<file path="src/rtl/sc_udatapath_pkg.sv">
// Shared definitions for the microprogrammed datapath, its controller and their bench:
// opcodes, controller state encoding and the 24-bit micro-instruction field layout.
package sc_udatapath_pkg;

    localparam int DW_BUS   = 32;
    localparam int DW_MUX   = 6;
    localparam int DW_ALU   = 4;
    localparam int DW_DEC   = 6;
    localparam int DW_PC    = 4;
    localparam int DW_OP    = 2;
    localparam int DW_INSTR = DW_OP + DW_ALU + 2 * DW_MUX + DW_DEC;

    localparam int INSTR_DEST_LSB = 0;
    localparam int INSTR_MUXB_LSB = INSTR_DEST_LSB + DW_DEC;
    localparam int INSTR_MUXA_LSB = INSTR_MUXB_LSB + DW_MUX;
    localparam int INSTR_ALU_LSB  = INSTR_MUXA_LSB + DW_MUX;
    localparam int INSTR_OP_LSB   = INSTR_ALU_LSB + DW_ALU;

    typedef enum logic [1:0] {
        OP_NOP  = 2'b00,
        OP_EXEC = 2'b01,
        OP_BRZ  = 2'b10,
        OP_HALT = 2'b11
    } opcode_t;

    typedef enum logic [2:0] {
        ST_IDLE, ST_FETCH, ST_DECODE, ST_EXECUTE, ST_WRITEBACK, ST_DONE, ST_PAUSE
    } state_t;

    function automatic logic [DW_INSTR-1:0] make_instr(input opcode_t op,
                                                       input logic [DW_ALU-1:0] alu,
                                                       input logic [DW_MUX-1:0] muxa,
                                                       input logic [DW_MUX-1:0] muxb,
                                                       input logic [DW_DEC-1:0] dest);
        return {op, alu, muxa, muxb, dest};
    endfunction

endpackage

</file>
<file path="src/rtl/sc_controller_pc.sv">
// Program counter for the microsequencer: clear, load (branch target) or increment with
// natural wrap at 2^W-1; clear has priority over load, load over increment.
module sc_controller_pc #(
    parameter int W = 4
) (
    input  logic         clk,
    input  logic         rst_n,
    input  logic         clr_i,
    input  logic         ld_i,
    input  logic         inc_i,
    input  logic [W-1:0] ld_val_i,
    output logic [W-1:0] pc_o
);

    logic [W-1:0] pc_q, pc_d;

    always_comb begin
        pc_d = pc_q;
        if (clr_i)      pc_d = '0;
        else if (ld_i)  pc_d = ld_val_i;
        else if (inc_i) pc_d = pc_q + 1'b1;
    end

    always_ff @(posedge clk or negedge rst_n) begin
        if (!rst_n) pc_q <= '0;
        else        pc_q <= pc_d;
    end

    assign pc_o = pc_q;

endmodule

</file>
<file path="src/rtl/sc_udatapath_controller.sv">
// Microsequencer for the 32-bit microprogrammed datapath (fetch/decode/execute/writeback).
// Optional SC_CONTROLLER_SINGLESTEP_EN adds Step_In and a PAUSE state after each instruction.
module sc_udatapath_controller
    import sc_udatapath_pkg::*;
#(
    parameter int DATAWIDTH_BUS               = DW_BUS,
    parameter int DATAWIDTH_MUX_SELECTION     = DW_MUX,
    parameter int DATAWIDTH_ALU_SELECTION     = DW_ALU,
    parameter int DATAWIDTH_DECODER_SELECTION = DW_DEC,
    parameter int DATAWIDTH_PC                = DW_PC,
    parameter int DATAWIDTH_INSTR             = DW_INSTR
) (
    input  logic                                   SC_CONTROLLER_CLOCK_50,
    input  logic                                   SC_CONTROLLER_Reset_InLow,
    input  logic                                   SC_CONTROLLER_Start_In,
`ifdef SC_CONTROLLER_SINGLESTEP_EN
    input  logic                                   SC_CONTROLLER_Step_In,
`endif
    input  logic [DATAWIDTH_INSTR-1:0]             SC_CONTROLLER_Instr_In,
    input  logic                                   SC_CONTROLLER_Zero_In,
    input  logic [DATAWIDTH_BUS-1:0]               SC_CONTROLLER_DataBUS_In,
    output logic [DATAWIDTH_PC-1:0]                SC_CONTROLLER_Addr_Out,
    output logic [DATAWIDTH_MUX_SELECTION-1:0]     SC_CONTROLLER_MuxA_Sel_Out,
    output logic [DATAWIDTH_MUX_SELECTION-1:0]     SC_CONTROLLER_MuxB_Sel_Out,
    output logic [DATAWIDTH_ALU_SELECTION-1:0]     SC_CONTROLLER_ALU_Sel_Out,
    output logic [DATAWIDTH_DECODER_SELECTION-1:0] SC_CONTROLLER_Decoder_Sel_Out,
    output logic                                   SC_CONTROLLER_RegWrite_Out,
    output logic                                   SC_CONTROLLER_Busy_Out,
    output logic                                   SC_CONTROLLER_Done_Out,
    output logic [DATAWIDTH_BUS-1:0]               SC_CONTROLLER_Result_Out
);

    localparam int DEST_LSB = 0;
    localparam int MUXB_LSB = DEST_LSB + DATAWIDTH_DECODER_SELECTION;
    localparam int MUXA_LSB = MUXB_LSB + DATAWIDTH_MUX_SELECTION;
    localparam int ALU_LSB  = MUXA_LSB + DATAWIDTH_MUX_SELECTION;
    localparam int OP_LSB   = ALU_LSB + DATAWIDTH_ALU_SELECTION;
    localparam int IR_W     = OP_LSB;  // opcode is consumed in DECODE, so IR keeps only the fields

`ifdef SC_CONTROLLER_SINGLESTEP_EN
    localparam state_t AFTER_INSTR = ST_PAUSE;
`else
    localparam state_t AFTER_INSTR = ST_FETCH;
`endif

    state_t                    state_q, state_d;
    logic [IR_W-1:0]           ir_q, ir_d;
    logic                      flag_q, flag_d;
    logic [DATAWIDTH_BUS-1:0]  result_q, result_d;
    logic                      pc_clr, pc_ld, pc_inc;
    logic [DATAWIDTH_PC-1:0]   pc;
    opcode_t                   in_op;

    assign in_op = opcode_t'(SC_CONTROLLER_Instr_In[OP_LSB +: DW_OP]);

    sc_controller_pc #(.W(DATAWIDTH_PC)) u_pc (
        .clk      (SC_CONTROLLER_CLOCK_50),
        .rst_n    (SC_CONTROLLER_Reset_InLow),
        .clr_i    (pc_clr),
        .ld_i     (pc_ld),
        .inc_i    (pc_inc),
        .ld_val_i (SC_CONTROLLER_Instr_In[DEST_LSB +: DATAWIDTH_PC]),
        .pc_o     (pc)
    );

    always_comb begin
        state_d  = state_q;
        ir_d     = ir_q;
        flag_d   = flag_q;
        result_d = result_q;
        pc_clr   = 1'b0;
        pc_ld    = 1'b0;
        pc_inc   = 1'b0;
        case (state_q)
            ST_IDLE: if (SC_CONTROLLER_Start_In) begin
                pc_clr  = 1'b1;
                flag_d  = 1'b0;
                state_d = ST_FETCH;
            end
            ST_FETCH: state_d = ST_DECODE;
            ST_DECODE: begin
                ir_d = SC_CONTROLLER_Instr_In[IR_W-1:0];
                case (in_op)
                    OP_NOP:  begin pc_inc = 1'b1; state_d = AFTER_INSTR; end
                    OP_BRZ:  begin
                        pc_ld   = flag_q;
                        pc_inc  = !flag_q;
                        state_d = AFTER_INSTR;
                    end
                    OP_EXEC: state_d = ST_EXECUTE;
                    OP_HALT: state_d = ST_DONE;
                endcase
            end
            ST_EXECUTE: state_d = ST_WRITEBACK;
            ST_WRITEBACK: begin
                flag_d  = SC_CONTROLLER_Zero_In;
                pc_inc  = 1'b1;
                state_d = AFTER_INSTR;
            end
            ST_DONE: begin
                result_d = SC_CONTROLLER_DataBUS_In;
                state_d  = ST_IDLE;
            end
`ifdef SC_CONTROLLER_SINGLESTEP_EN
            ST_PAUSE: if (SC_CONTROLLER_Step_In) state_d = ST_FETCH;
`endif
            default: state_d = ST_IDLE;
        endcase
    end

    always_ff @(posedge SC_CONTROLLER_CLOCK_50 or negedge SC_CONTROLLER_Reset_InLow) begin
        if (!SC_CONTROLLER_Reset_InLow) begin
            state_q  <= ST_IDLE;
            ir_q     <= '0;
            flag_q   <= 1'b0;
            result_q <= '0;
        end else begin
            state_q  <= state_d;
            ir_q     <= ir_d;
            flag_q   <= flag_d;
            result_q <= result_d;
        end
    end

    // Outputs come only from registered state/IR so the datapath sees glitch-free controls.
    always_comb begin
        SC_CONTROLLER_MuxA_Sel_Out    = '0;
        SC_CONTROLLER_MuxB_Sel_Out    = '0;
        SC_CONTROLLER_ALU_Sel_Out     = '0;
        SC_CONTROLLER_Decoder_Sel_Out = '0;
        SC_CONTROLLER_RegWrite_Out    = 1'b0;
        SC_CONTROLLER_Done_Out        = 1'b0;
        case (state_q)
            ST_EXECUTE, ST_WRITEBACK: begin
                SC_CONTROLLER_MuxA_Sel_Out = ir_q[MUXA_LSB +: DATAWIDTH_MUX_SELECTION];
                SC_CONTROLLER_MuxB_Sel_Out = ir_q[MUXB_LSB +: DATAWIDTH_MUX_SELECTION];
                SC_CONTROLLER_ALU_Sel_Out  = ir_q[ALU_LSB +: DATAWIDTH_ALU_SELECTION];
                if (state_q == ST_WRITEBACK) begin
                    SC_CONTROLLER_Decoder_Sel_Out = ir_q[DEST_LSB +: DATAWIDTH_DECODER_SELECTION];
                    SC_CONTROLLER_RegWrite_Out    = 1'b1;
                end
            end
            ST_DONE: SC_CONTROLLER_Done_Out = 1'b1;
            default: ;
        endcase
    end

    assign SC_CONTROLLER_Busy_Out   = (state_q != ST_IDLE);
    assign SC_CONTROLLER_Addr_Out   = pc;
    assign SC_CONTROLLER_Result_Out = result_q;

endmodule

</file>
<file path="config.mk">
export PLATFORM = sky130hd
export DESIGN_NAME = sc_udatapath_controller
export DESIGN_NICKNAME = d
export VERILOG_FILES = /design/src/rtl/sc_udatapath_pkg.sv /design/src/rtl/sc_controller_pc.sv /design/src/rtl/sc_udatapath_controller.sv
export SDC_FILE = /design/constraint.sdc
export NUM_CORES = 1
export LEC_CHECK = 0
export CORE_AREA = 2 2 84 86
export DETAILED_ROUTE_END_ITERATION = 8
export DIE_AREA = 0 0 86 88
export PLACE_DENSITY = 0.78
export SLEW_MARGIN = 20
export SYNTH_ARGS = -nofsm -noshare
export SYNTH_HDL_FRONTEND = slang
export SYNTH_HIERARCHICAL = 1
export SYNTH_SLANG_ARGS = --single-unit
</file>
<file path="constraint.sdc">
create_clock -name SC_CONTROLLER_CLOCK_50 -period 2.5 [get_ports SC_CONTROLLER_CLOCK_50]
set_clock_uncertainty 0.2 [all_clocks]
set_input_delay 0.5 -clock SC_CONTROLLER_CLOCK_50 [delete_from_list [all_inputs] [get_ports SC_CONTROLLER_CLOCK_50]]
set_output_delay 0.5 -clock SC_CONTROLLER_CLOCK_50 [all_outputs]
set_load 0.05 [all_outputs]
</file>
==> summary.txt <==
Floorplanning
  – Die W: 86 um
  – Row count: 30
  – Initial core utilization: 39.9%
  – Die height: 88 um
  – Die area: 0.00757 mm2
  – Core area: 0.00664 mm2
  – I/O pins: 121

Routing
  – # DRC: 0
  – Vias per cell: 4.85
  – DRT Pass-1 Iters: 4
  – Via Count: 1,935
  – WL final: 6.08 mm
  – Antenna Nets Post-Route: 0
  – DR WL/cell: 15.2 um
  – Initial DRC count: 89

Yosys
  – Most used DFF post-synth: dfrtp_1
  – Synth Net Count: 248
  – Mapped Area: 0.00265 mm2
  – Number of synthesized flops with an enable pin: 0
  – Synth cell count leaders: dfrtp_1, mux2_2, and2_1
  – Ys async rst share: 100%
  – Count of different cell masters after synthesis: 30
  – Area leader, netlist: dfrtp_1
  – Cell count after synthesis: 187
  – Top-count cell post-synth: dfrtp_1
  – Top cell type's share of synthesized area: 58.5%
  – Register area share after synthesis: 58.5%
  – Synthesis-stage register bit count: 62
  – Top cells by area, synth: dfrtp_1, mux2_2, and2_1, buf_4, a21oi_1
  – Mapped Avg Cell Area: 14.2 um2
  – Synth warn: 6

Status
  – Outcome: finished, final reports clean

Power
  – Power Density: 1380 mW/mm2
  – LEAKAGE: 1.85 nW
  – Pwr Total: 0.00604 W
  – Peak supply drop: 0.000777 V

Timing
  – Period Utilization, post-route: 95.7%
  – RSZ-0062 raised after global routing: false
  – Slew Viols, Final: 0
  – Worst Max-Slew Pin Slew: 0.705 ns
  – Hold WS: 0.0164 ns
  – Final setup fails: 0
  – Minimum clock period after layout: 2.39 ns
  – Fin. Hold Viols: 0
  – F_max: 418 MHz
  – Slew Limit Headroom: 53.0%

CTS
  – Clk_lat worst skew: 0.32 ns
  – TritonCTS clock tree: done
  – Longest Clk Path Bufs: 2
  – # hold bufs at CTS: 0
  – Clk root buf: clkbuf_8
  – Clk slew on worst S/H paths: 0.06 ns
  – CTS Sinks: 62
  – H-tree depth: 3
  – Cts bufs inserted: 9

Placement
  – Inst Count DP: 384
  – Routability cong.: 0.843
  – I/O Buffers: 120
  – Area after DPL: 0.00420 mm2
  – HPWL after DPL: 4.49 mm

Critical path
  – Critical R2R Launch: state_q[2]
  – CP Launch Type: register
  – Crit path max fanout: 16
  – Critical Path RT: 1.80 ns
  – Data arrival, critical path: 1.69 ns
  – R2r worst-path depth: 6
  – Crit path kind: register to primary output
  – R2r setup slk: 0.52 ns
  – RR Endpoint: u_pc/pc_o[1]
  – CP endpoint kind: primary output

GRT
  – Tot GR Track Use: 16.8%
  – GRT overflow: 0
  – Global-route wire length before repair: 9.77 mm
  – Vias in the first global route: 2,064
  – Initial antenna violation count: 0
  – Largest net degree at the start of global routing: 34

Layout
  – Final Instance Count excl. Fillers: 399
  – Fin area: 0.00437 mm2
  – Final #Nets: 377
  – Area Growth Syn to Fin: 65.0%
  – Layout cells sized above 1: 35.7%
  – Diodes inserted: 0

Hold path
  – Worst Hold Class: input port to asynchronous set/reset pin

Flow run
  – # Max-Cap Violations: 0
[sequential cells by signal (all words and copies together), names as in the netlist]
name and flops:
ir_q 22, SC_CONTROLLER_Result_Out 32, u_pc/pc_o 4, state_q 3
flag_q 1
[layout by cell type (no fill, tap or decap), drive strengths merged]
cell | Yosys | layout
a21oi | 5 | 5
a22o | 1 | 1
and2 | 22 | 22
buf | 8 | 32
clkbuf | 0 | 12
clkdlybuf4s50 | 0 | 94
clkinv | 0 | 2
dfrtp | 62 | 62
ha | 1 | 1
inv | 6 | 6
mux2 | 55 | 55
mux2i | 2 | 2
nand2 | 2 | 2
nand2b | 1 | 1
nand3 | 1 | 1
nand4 | 1 | 1
nor2 | 6 | 6
nor3b | 1 | 1
nor4 | 1 | 1
nor4b | 1 | 1
nor4bb | 1 | 1
o211ai | 1 | 1
o21a | 2 | 2
o21ai | 1 | 1
o21bai | 1 | 1
or2 | 1 | 1
or3 | 1 | 1
xnor2 | 2 | 2
xor2 | 1 | 1
[kinds of logic after synthesis]
kind of cell	count (synthesis)	share of synthesized area [%]
flip-flops	62	58.5
multiplexers	57	24.1
AND/OR/NAND/NOR	39	9.68
buffers and inverters	14	3.16
AO/OA/AOI/OAI	11	3.02
XOR/XNOR	3	0.992
adder cells (fa/ha/maj)	1	0.472
[worst max path at each step]
stage | cells past startpoint | start | endpoint
after global placement | 7 | SC_CONTROLLER_Instr_In[23] | u_pc/pc_o[1]
final | 5 | state_q[0] | SC_CONTROLLER_MuxA_Sel_Out[0]
after global routing | 5 | state_q[0] | SC_CONTROLLER_MuxB_Sel_Out[5]
after detailed placement | 7 | SC_CONTROLLER_Instr_In[23] | u_pc/pc_o[1]
after floorplan | 4 | state_q[1] | SC_CONTROLLER_MuxA_Sel_Out[0]
after CTS | 4 | state_q[2] | SC_CONTROLLER_MuxA_Sel_Out[0]
[worst max-delay path: stages, from the launching register on]
cell      delay [ns]
dfrtp_2         0.50
nor3b_4         0.23
o21bai_4        0.16
buf_12          0.15
and2_1          0.19
buf_12          0.15
[per-stage QoR]
step / utilization (%) / setup WS, ns / setup TNS [ns]
finish: 65.8 / 0.107 / 0
detailed placement: 63.2 / 0.114 / 0
floorplan: - / -0.0771 / -0.0771
CTS: 65.5 / 0.0661 / 0
global placement: 63.2 / 0.157 / 0
global route: 65.8 / 0.0151 / 0
[report_power, final]
| group | switching, W | internal (W) | total (W) |
|---|---|---|---|
| Clock | 0.000355 | 0.000373 | 0.000729 |
| Sequential | 0.000274 | 0.00150 | 0.00178 |
| Combinational | 0.00200 | 0.00153 | 0.00354 |
[final cells by class]
cell class / instances / area, um2
Clock buffer: 12 / 145
Clock inverter: 2 / 10.0
Fill cell: 509 / 2270
Inverter: 6 / 22.5
Multi-Input combinational cell: 111 / 1030
Sequential cell: 62 / 1550
Tap cell: 80 / 100
Timing Repair Buffer: 126 / 1520
[routing by layer]
| metal | wire [um] | vias up | part of all wire [%] | global-route usage [%] |
|---|---|---|---|---|
| li1 | - | 901 | - | - |
| met1 | 2460 | 948 | 41 | 20.6 |
| met2 | 3010 | 75 | 50 | 26.8 |
| met3 | 480 | 11 | 7.9 | 5.84 |
| met4 | 121 | 0 | 2.0 | 7.36 |
| met5 | 0 | - | 0 | 0 |
[timing repair]
item | CTS | global route
setup endpoints to repair | 16 | 5
setup buffers | 0 | 1
pin swaps | 0 | 1
resized for setup | 1 | 0
gates cloned | 0 | 0
Power figures use the tool's default switching activity.
